### src/rtl/game_pkg.sv
// Shared game-flow types: screen state encoding used by the flow controller and the RGB selector.
// Latency: n/a (types only).
// Backpressure: n/a.
package game_pkg;

    // Screen state as seen by the per-pixel RGB selector. 2'b11 is never produced.
    typedef enum logic [1:0] {
        ST_START    = 2'b00,
        ST_GAME     = 2'b01,
        ST_GAMEOVER = 2'b10
    } game_state_t;

endpackage

### src/rtl/game_state_fsm_if.sv
// Player/game-logic/screen signal bundle around the game-flow controller.
// Latency: n/a (wiring only).
// Backpressure: none; every signal is a level or a one-cycle pulse.
// Ports: btn_raw, frame_tick, collision (into controller); state, game_start, jump, game_over (out).
interface game_state_fsm_if;
    import game_pkg::*;

    logic        btn_raw;
    logic        frame_tick;
    logic        collision;
    game_state_t state;
    logic        game_start;
    logic        jump;
    logic        game_over;

    // master: stimulus side (button, video timing, game logic)
    modport master (
        output btn_raw, frame_tick, collision,
        input  state, game_start, jump, game_over
    );

    // slave: the game-flow controller
    modport slave (
        input  btn_raw, frame_tick, collision,
        output state, game_start, jump, game_over
    );
endinterface

### src/rtl/btn_debounce.sv
// Button conditioner: 2-flop synchronizer, debounce counter, one-cycle press on debounced rise.
// Latency: press is high 2 + DEBOUNCE_CYCLES cycles after btn_raw rises and stays stable.
// Backpressure: none; presses are pulses, a bouncing input simply restarts the count.
// Ports: clk, rst_n, btn_raw (async raw button), press (one-cycle pulse).
module btn_debounce #(
    parameter int DEBOUNCE_CYCLES = 650000
) (
    input  logic clk,
    input  logic rst_n,
    input  logic btn_raw,
    output logic press
);
    localparam int              CW       = $clog2(DEBOUNCE_CYCLES + 1);
    localparam logic [CW-1:0]   CNT_LAST = CW'(DEBOUNCE_CYCLES - 1);

    logic          sync1_q, sync2_q;
    logic          level_q, level_d;
    logic          press_q, press_d;
    logic [CW-1:0] cnt_q, cnt_d;

    // Count cycles where the synced level disagrees with the debounced level;
    // any agreement restarts the count, so both press and release are filtered.
    always_comb begin
        level_d = level_q;
        cnt_d   = '0;
        press_d = 1'b0;
        if (sync2_q != level_q) begin
            if (cnt_q == CNT_LAST) begin
                level_d = sync2_q;
                press_d = sync2_q;   // rising flip only
            end else begin
                cnt_d = cnt_q + CW'(1);
            end
        end
    end

    always_ff @(posedge clk or negedge rst_n) begin
        if (!rst_n) begin
            sync1_q <= 1'b0;
            sync2_q <= 1'b0;
            level_q <= 1'b0;
            press_q <= 1'b0;
            cnt_q   <= '0;
        end else begin
            sync1_q <= btn_raw;
            sync2_q <= sync1_q;
            level_q <= level_d;
            press_q <= press_d;
            cnt_q   <= cnt_d;
        end
    end

    assign press = press_q;
endmodule

### src/rtl/game_state_fsm.sv
// Game-flow controller: screen state START/GAME/GAME_OVER committed on frame boundaries, plus control pulses.
// Latency: jump 1 cycle after debounced press; state/game_start/game_over at the frame_tick after the request.
// Backpressure: one pending request at a time; further transition events are dropped while it is pending.
// Ports: clk, rst_n, bus (slave: btn_raw, frame_tick, collision in; state, game_start, jump, game_over out).
module game_state_fsm
    import game_pkg::*;
#(
    parameter int DEBOUNCE_CYCLES = 650000,
    parameter int GAMEOVER_FRAMES = 120
) (
    input  logic                   clk,
    input  logic                   rst_n,
    game_state_fsm_if.slave        bus
);
    localparam int            LW       = $clog2(GAMEOVER_FRAMES + 1);
    localparam logic [LW-1:0] LOCK_MAX = LW'(GAMEOVER_FRAMES);

    logic          press;
    logic          commit;

    game_state_t   state_q, state_d;
    game_state_t   pend_tgt_q, pend_tgt_d;
    logic          pend_vld_q, pend_vld_d;
    logic [LW-1:0] lock_q, lock_d;
    logic          game_start_q, game_start_d;
    logic          game_over_q, game_over_d;
    logic          jump_q, jump_d;

    btn_debounce #(.DEBOUNCE_CYCLES(DEBOUNCE_CYCLES)) u_btn (
        .clk     (clk),
        .rst_n   (rst_n),
        .btn_raw (bus.btn_raw),
        .press   (press)
    );

    // Only a request already pending at the start of the cycle commits, so an
    // event coinciding with frame_tick waits for the following frame.
    assign commit = bus.frame_tick & pend_vld_q;

    // State register
    always_ff @(posedge clk or negedge rst_n) begin
        if (!rst_n) begin
            state_q      <= ST_START;
            pend_tgt_q   <= ST_START;
            pend_vld_q   <= 1'b0;
            lock_q       <= '0;
            game_start_q <= 1'b0;
            game_over_q  <= 1'b0;
            jump_q       <= 1'b0;
        end else begin
            state_q      <= state_d;
            pend_tgt_q   <= pend_tgt_d;
            pend_vld_q   <= pend_vld_d;
            lock_q       <= lock_d;
            game_start_q <= game_start_d;
            game_over_q  <= game_over_d;
            jump_q       <= jump_d;
        end
    end

    // Next-state logic
    always_comb begin
        state_d    = state_q;
        pend_tgt_d = pend_tgt_q;
        pend_vld_d = pend_vld_q;
        lock_d     = lock_q;
        case (state_q)
            ST_START: begin
                if (!pend_vld_q && press) begin
                    pend_tgt_d = ST_GAME;
                    pend_vld_d = 1'b1;
                end
            end
            ST_GAME: begin
                if (!pend_vld_q && bus.collision) begin
                    pend_tgt_d = ST_GAMEOVER;
                    pend_vld_d = 1'b1;
                end
            end
            ST_GAMEOVER: begin
                if (bus.frame_tick && lock_q < LOCK_MAX)
                    lock_d = lock_q + LW'(1);
                // Presses during lockout are discarded, never queued.
                if (!pend_vld_q && press && lock_q == LOCK_MAX) begin
                    pend_tgt_d = ST_START;
                    pend_vld_d = 1'b1;
                end
            end
            default: begin
                state_d    = ST_START;
                pend_vld_d = 1'b0;
            end
        endcase
        if (commit) begin
            state_d    = pend_tgt_q;
            pend_vld_d = 1'b0;
            if (pend_tgt_q == ST_GAMEOVER)
                lock_d = '0;
        end
    end

    // Output logic (registered pulses, aligned with the committed state)
    always_comb begin
        game_start_d = commit && (pend_tgt_q == ST_GAME);
        game_over_d  = commit && (pend_tgt_q == ST_GAMEOVER);
        // Jumps are not frame-aligned; a collision or a pending game-over suppresses them.
        jump_d       = (state_q == ST_GAME) && press && !pend_vld_q && !bus.collision;
    end

    assign bus.state      = state_q;
    assign bus.game_start = game_start_q;
    assign bus.game_over  = game_over_q;
    assign bus.jump       = jump_q;
endmodule

### src/flat_wrapper.sv
// flat-port wrapper written by rule: the top's interface ports become plain ports
module game_state_fsm_flat import game_pkg::*;
#(
    parameter int DEBOUNCE_CYCLES = 650000,
    parameter int GAMEOVER_FRAMES = 120
)
  (clk, rst_n, bus_btn_raw, bus_frame_tick, bus_collision, bus_state, bus_game_start, bus_jump, bus_game_over);
  game_state_fsm_if bus_i ();
  input  logic clk;
  input  logic rst_n;
  input wire logic [$bits(bus_i.btn_raw)-1:0] bus_btn_raw;
  input wire logic [$bits(bus_i.frame_tick)-1:0] bus_frame_tick;
  input wire logic [$bits(bus_i.collision)-1:0] bus_collision;
  output wire logic [$bits(bus_i.state)-1:0] bus_state;
  output wire logic [$bits(bus_i.game_start)-1:0] bus_game_start;
  output wire logic [$bits(bus_i.jump)-1:0] bus_jump;
  output wire logic [$bits(bus_i.game_over)-1:0] bus_game_over;
  assign bus_i.btn_raw = bus_btn_raw;
  assign bus_i.frame_tick = bus_frame_tick;
  assign bus_i.collision = bus_collision;
  assign bus_state = bus_i.state;
  assign bus_game_start = bus_i.game_start;
  assign bus_jump = bus_i.jump;
  assign bus_game_over = bus_i.game_over;
  game_state_fsm #(.DEBOUNCE_CYCLES(DEBOUNCE_CYCLES), .GAMEOVER_FRAMES(GAMEOVER_FRAMES)) u_core (.clk(clk), .rst_n(rst_n), .bus(bus_i));
endmodule
### config.mk
export PLATFORM = sky130hd
export DESIGN_NAME = game_state_fsm_flat
export DESIGN_NICKNAME = d
export VERILOG_FILES = /design/src/rtl/game_pkg.sv /design/src/rtl/game_state_fsm_if.sv /design/src/rtl/btn_debounce.sv /design/src/rtl/game_state_fsm.sv /design/src/flat_wrapper.sv
export SDC_FILE = /design/constraint.sdc
export NUM_CORES = 1
export LEC_CHECK = 0
export ABC_CLOCK_PERIOD_IN_PS = 4850
export BUFFER_PORTS_ARGS = -buffer_cell sky130_fd_sc_hd__buf_2
export CORE_UTILIZATION = 28
export CTS_BUF_LIST = sky130_fd_sc_hd__clkbuf_4 sky130_fd_sc_hd__clkbuf_8 sky130_fd_sc_hd__clkbuf_16
export DETAILED_ROUTE_END_ITERATION = 12
export SETUP_SLACK_MARGIN = 0.2
export SYNTH_ARGS = -nofsm -noshare
export SYNTH_HDL_FRONTEND = slang
export SYNTH_HIERARCHICAL = 1
export SYNTH_SLANG_ARGS = --single-unit
export TNS_END_PERCENT = 1
### constraint.sdc
create_clock -name clk -period 4.85 [get_ports clk]
set_input_delay 0 -clock clk [delete_from_list [all_inputs] [get_ports clk]]
set_output_delay 0 -clock clk [all_outputs]
set_load 0.05 [all_outputs]
# Yosys cells after proc, flatten, opt, wreduce, memory -nomap -nowiden
# Index checks and enable logic that the tools add are counted.
# Widths: inputs -> output; s select.
# word_totals
output_inout_bits	5
register_bits	39
# op_classes
bitwise	1
mux	19
eq_ne	14
magnitude_cmp	1
n_reduce_logical	17
add_sub_neg	2
# op_table
op	count
$mux 20	2
$mux 7	4
$add 20x1->20 const B	1
$eq 20x20->1 const B	1
$mux 2	5
$logic_and 1x1->1	9
$ne 3x1->1 const B	3
$ne 2x1->1 const B	4
$add 7x1->7 const B	1
$eq 7x7->1 const B	1
$lt 7x7->1 const B	1
$mux 1	6
$pmux 2 s3	1
$eq 2x1->1 const B	2
$eq 2x2->1 const B	2
$reduce_and 4->1	1
$pmux 1 s3	1
$reduce_and 3->1	1
$reduce_bool 3->1	1
$reduce_or 3->1	1
$logic_not 1->1	2
$logic_not 2->1	1
$reduce_and 2->1	1
$and 1x1->1	1
$ne 1x1->1	1

# Logic depth before layout (Yosys ltp)
# depth
depth_word	6
mapped_depth	6
ltp_nobuf	6

# By module
# The synthesis kept the hierarchy.
# by_module_without_submodules
module	seq_area_each_um2	n_inst	area_each_um2	cells_each
btn_debounce	600.6	1	1178.6	116
game_state_fsm	375.4	1	830.8	76

# Least setup slack after synthesis
# Ideal clock, no wire load.
# synth_timing
kind	flip-flop to flip-flop
start	register u_core.state_q[0], in the netlist u_core/bus.state[0]
end	register u_core.pend_tgt_q[1]
n_path_buf	0
t_arrival_ns	1.711
slack_ns	3.014
required_ns	4.725
path_stages_with_launch	6
path_cell_list	dfrtp_1 -> inv_1 -> ha_1 -> a221oi_2 -> nand2_2 -> mux2_4
# synth_via
elab_chain_len	3
# synth_rtl
item	line	rtl
from (decl)	game_state_fsm.sv:21	game_state_t state_q, state_d;
from (signal assigned)	game_state_fsm.sv:51	state_q <= state_d;
$eq 2x1->1, or another cell as far along	game_state_fsm.sv:67	case (state_q)
$ne 2x1->1 (no source line) or $reduce_bool 3->1 (tied branches)	n/a	
$reduce_and 4->1 (no source line)	n/a	
to (signal assigned)	game_state_fsm.sv:52	pend_tgt_q <= pend_tgt_d;
to (decl)	game_state_fsm.sv:22	game_state_t pend_tgt_q, pend_tgt_d;
# Parallel ways exist; a longest one is shown, timed or not.
# A chain may end at the register's enable or synchronous reset.

# Final worst setup path
# layout_timing
start	register u_core.u_btn.cnt_q[0]
end	register u_core.u_btn.cnt_q[14]
# layout_via
elab_chain_len	3
# layout_rtl
item	line	rtl
from (decl)	btn_debounce.sv:19	logic [CW-1:0] cnt_q, cnt_d;
from (signal assigned)	btn_debounce.sv:49	cnt_q <= cnt_d;
$add 20x1->20 or $eq 20x20->1 (tied branches)	btn_debounce.sv:32, btn_debounce.sv:28	
$mux 20 *	btn_debounce.sv:28	if (cnt_q == CNT_LAST) begin
$mux 20 *	btn_debounce.sv:27	if (sync2_q != level_q) begin
named net u_core.u_btn.cnt_d[14]	btn_debounce.sv:19	
# The timed path passes the listed nets; every way through them passes the cells marked *.

==> out/results.txt <==
Outcome: completed
Crit-path max FO: 7
Fin. max-slew vios: 0
Seq pwr share: 0.492
Number of global-route vias before repair: 1417
Clock tree buffer depth: 2
Sequential share of the synthesized area: 0.486
RD Place Congestion: 0.763
Period utilization: 0.353
Post-route core utilization: 0.341
Global-route wire length before repair: 6.47 mm
Drt total wl: 3.63 mm
PwrDens: 286 nW/um^2
DP Area: 2170 um^2
Die span in x: 86.7 um
Cells after Synth: 192
Grt total ovfl: 0
Int Pwr: 539 uW
Rel. slew slack: 0.443
First-pass iteration count of the detailed router: 4
Clk slew on worst S/H paths: 0.08 ns
Final Hold Vio Count: 0
Critical path type: register to register
Clock share of power: 0.479
DR WL/cell: 11.8 um
Total GRT Usage: 0.110
Number of placement rows: 30
DIE HEIGHT: 86.7 um
Distinct cells, synth: 39
Yosys reg bits: 39
Synth Net Count: 204
Fin nets: 222
Worst setup SP type: register
Arrival time worst endpoint: 1.93 ns
RSZ-0062 raised after global routing: false
CTS buffer count: 5
Share of layout cells above drive strength 1: 0.171
Worst clock skew: 0.00673 ns
Net Sw Frac: 0.196
Most frequent cells in the layout: 39 x dfrtp_1, 21 x nor2_1, 12 x nand2_1
Worst hold-check path type: primary input to async pin
Worst VDD drop: 0.204 mV
Skew-Pair Late Insertion Delay: 0.29 ns
YS warnings: 6
Drt initial violations: 64
Clk sinks: 39
Final Instance Area: 2340 um^2
CTS root buf: clkbuf_8
Synth-to-Final Area Change: 16.7%
Post-synthesis average cell area: 10.5 um^2
Worst Tran Pin Value: 0.835 ns
Req. time, crit path: 5.06 ns
Largest net degree at the start of global routing: 40
Number of vias per cell: 4.69
Number of port buffers: 9
Antenna violations before repair: 0
CTS tree: built
Leakage power: 0.979 nW
Starting density of the core: 0.293
Gate power share: 0.029
Net switching power: 132 uW
Most common cell after layout, fill and taps aside: dfrtp_1
Max Fclk: 0.584 GHz
Sum of negative setup slack: 0 ns
Core area: 6870 um^2
Post-DP HPWL: 2.58 mm
Io pins: 10
Diode count: 0
Setup crit end kind: register
DRC: 0
Max-Cap Viols: 0
Min cycle time layout: 1.71 ns
Final ANT Viol Nets: 0
CTS HTree Levels: 2
Mapped cell area: 2010 um^2
Die Area: 7520 um^2
Depth of the worst register-to-register path: 5
DR vias: 1439
Final setup viols: 0
worst max-delay path, stage by stage, from the launching register on:
cell	delay [ns]
dfrtp_1	0.38
ha_1	0.24
and3_2	0.27
nand3_4	0.12
or4_1	0.48
a21oi_1	0.15
routing by layer:
| layer | vias up | GRT usage | wire length (um) |
|---|---|---|---|
| met3 | 2 | 0.0238 | 75 |
| li1 | 720 | - | - |
| met2 | 12 | 0.185 | 1780 |
| met1 | 705 | 0.137 | 1730 |
| met5 | - | 0 | 0 |
| met4 | 0 | 0.0455 | 40 |
sequential cells by signal (all words and copies together) (netlist names):
register	flops
u_core/u_btn/level_q	1
u_core/pend_tgt_q	2
u_core/pend_vld_q	1
u_core/bus.jump	1
u_core/bus.state	2
u_core/u_btn/sync2_q	1
u_core/u_btn/cnt_q	20
u_core/bus.game_over	1
u_core/u_btn/sync1_q	1
u_core/bus.game_start	1
u_core/u_btn/press	1
u_core/lock_q	7
power groups by stage:
stage	combinational, mW	clock (mW)	sequential (mW)
floorplan	0.00757	0	0.336
global placement	0.0181	0	0.336
detailed placement	0.0181	0	0.337
CTS	0.0206	0.331	0.330
global route	0.0232	0.343	0.331
finish	0.0195	0.321	0.330
final cells by class:
type,instances,area [um^2]
tap,96,120
timing repair buffer,14,92.6
multi-input combinational,141,986
sequential,39,976
clock buffer,5,68.8
fill,688,4520
inverter,9,33.8
clock inverter,3,67.6
through the flow:
stage	std cells	setup WS [ns]	total power, mW	hold slack, ns
final	307	3.14	0.671	0.343
after global routing	307	3.03	0.697	0.345
after CTS	307	3.12	0.682	0.340
after detailed placement	295	3.14	0.355	0.114
after global placement	295	3.20	0.354	0.110
after floorplan	192	3.01	0.344	-0.296
what timing repair did:
item	in CTS	in global routing
hold buffers	4	0
hold endpoints to repair	43	0
buffers inserted	0	0
gates resized for setup	0	0
cells by family (layout without fill, tap and decap cells):
group / Yosys count / in the layout / share of synthesized area
AND/OR/NAND/NOR: 90 / 90 / 0.273
multiplexers: 1 / 1 / 0.00747
buffers and inverters: 12 / 31 / 0.0237
AO/OA/AOI/OAI: 26 / 26 / 0.0922
XOR/XNOR: 17 / 17 / 0.0741
adder cells (fa/ha/maj): 7 / 7 / 0.0436
flip-flops: 39 / 39 / 0.486
synth_stat cells:
cell type,count,share of area
a22oi_1,1,0.0037
nand3_4,2,0.017
a31oi_1,2,0.0062
nand4_1,7,0.022
and4_1,2,0.0087
a221oi_2,1,0.0075
inv_1,9,0.017
nor3_1,5,0.012
or3_1,1,0.0031
o21ai_0,5,0.012
and3_2,3,0.011
o31ai_1,6,0.022
nor2_1,21,0.039
nand3_1,10,0.025
or3_2,1,0.0037
xnor2_1,11,0.048
mux2_4,1,0.0075
xor2_1,6,0.026
nand2b_1,2,0.0062
nor3b_2,2,0.012
a21o_1,1,0.0037
and2_1,2,0.0062
nor4_2,1,0.0062
nor4b_2,1,0.0075
clkbuf_1,1,0.0019
dfrtp_1,39,0.49
and3_1,2,0.0062
and3_4,2,0.011
o41ai_4,1,0.014
nand2_1,12,0.022
ha_1,7,0.044
nand3b_1,2,0.0075
buf_2,2,0.0050
nand4_2,1,0.0062
a21oi_1,9,0.022
nor3b_1,2,0.0075
nand2_2,2,0.0062
nor4_1,2,0.0062
or4_1,5,0.019
final timing paths:
path,start,end,slack [ns]
min,rst_n,u_core/u_btn/cnt_q[9],0.34
max in group asynchronous,rst_n,u_core/u_btn/cnt_q[17],3.97
min reg2reg,u_core/u_btn/sync1_q,u_core/u_btn/sync2_q,0.35
min in group clk,u_core/u_btn/sync1_q,u_core/u_btn/sync2_q,0.35
max,u_core/u_btn/cnt_q[0],u_core/u_btn/cnt_q[14],3.14
max reg2reg,u_core/u_btn/cnt_q[0],u_core/u_btn/cnt_q[14],3.14
No activity file was read; power rests on OpenSTA's default activity.
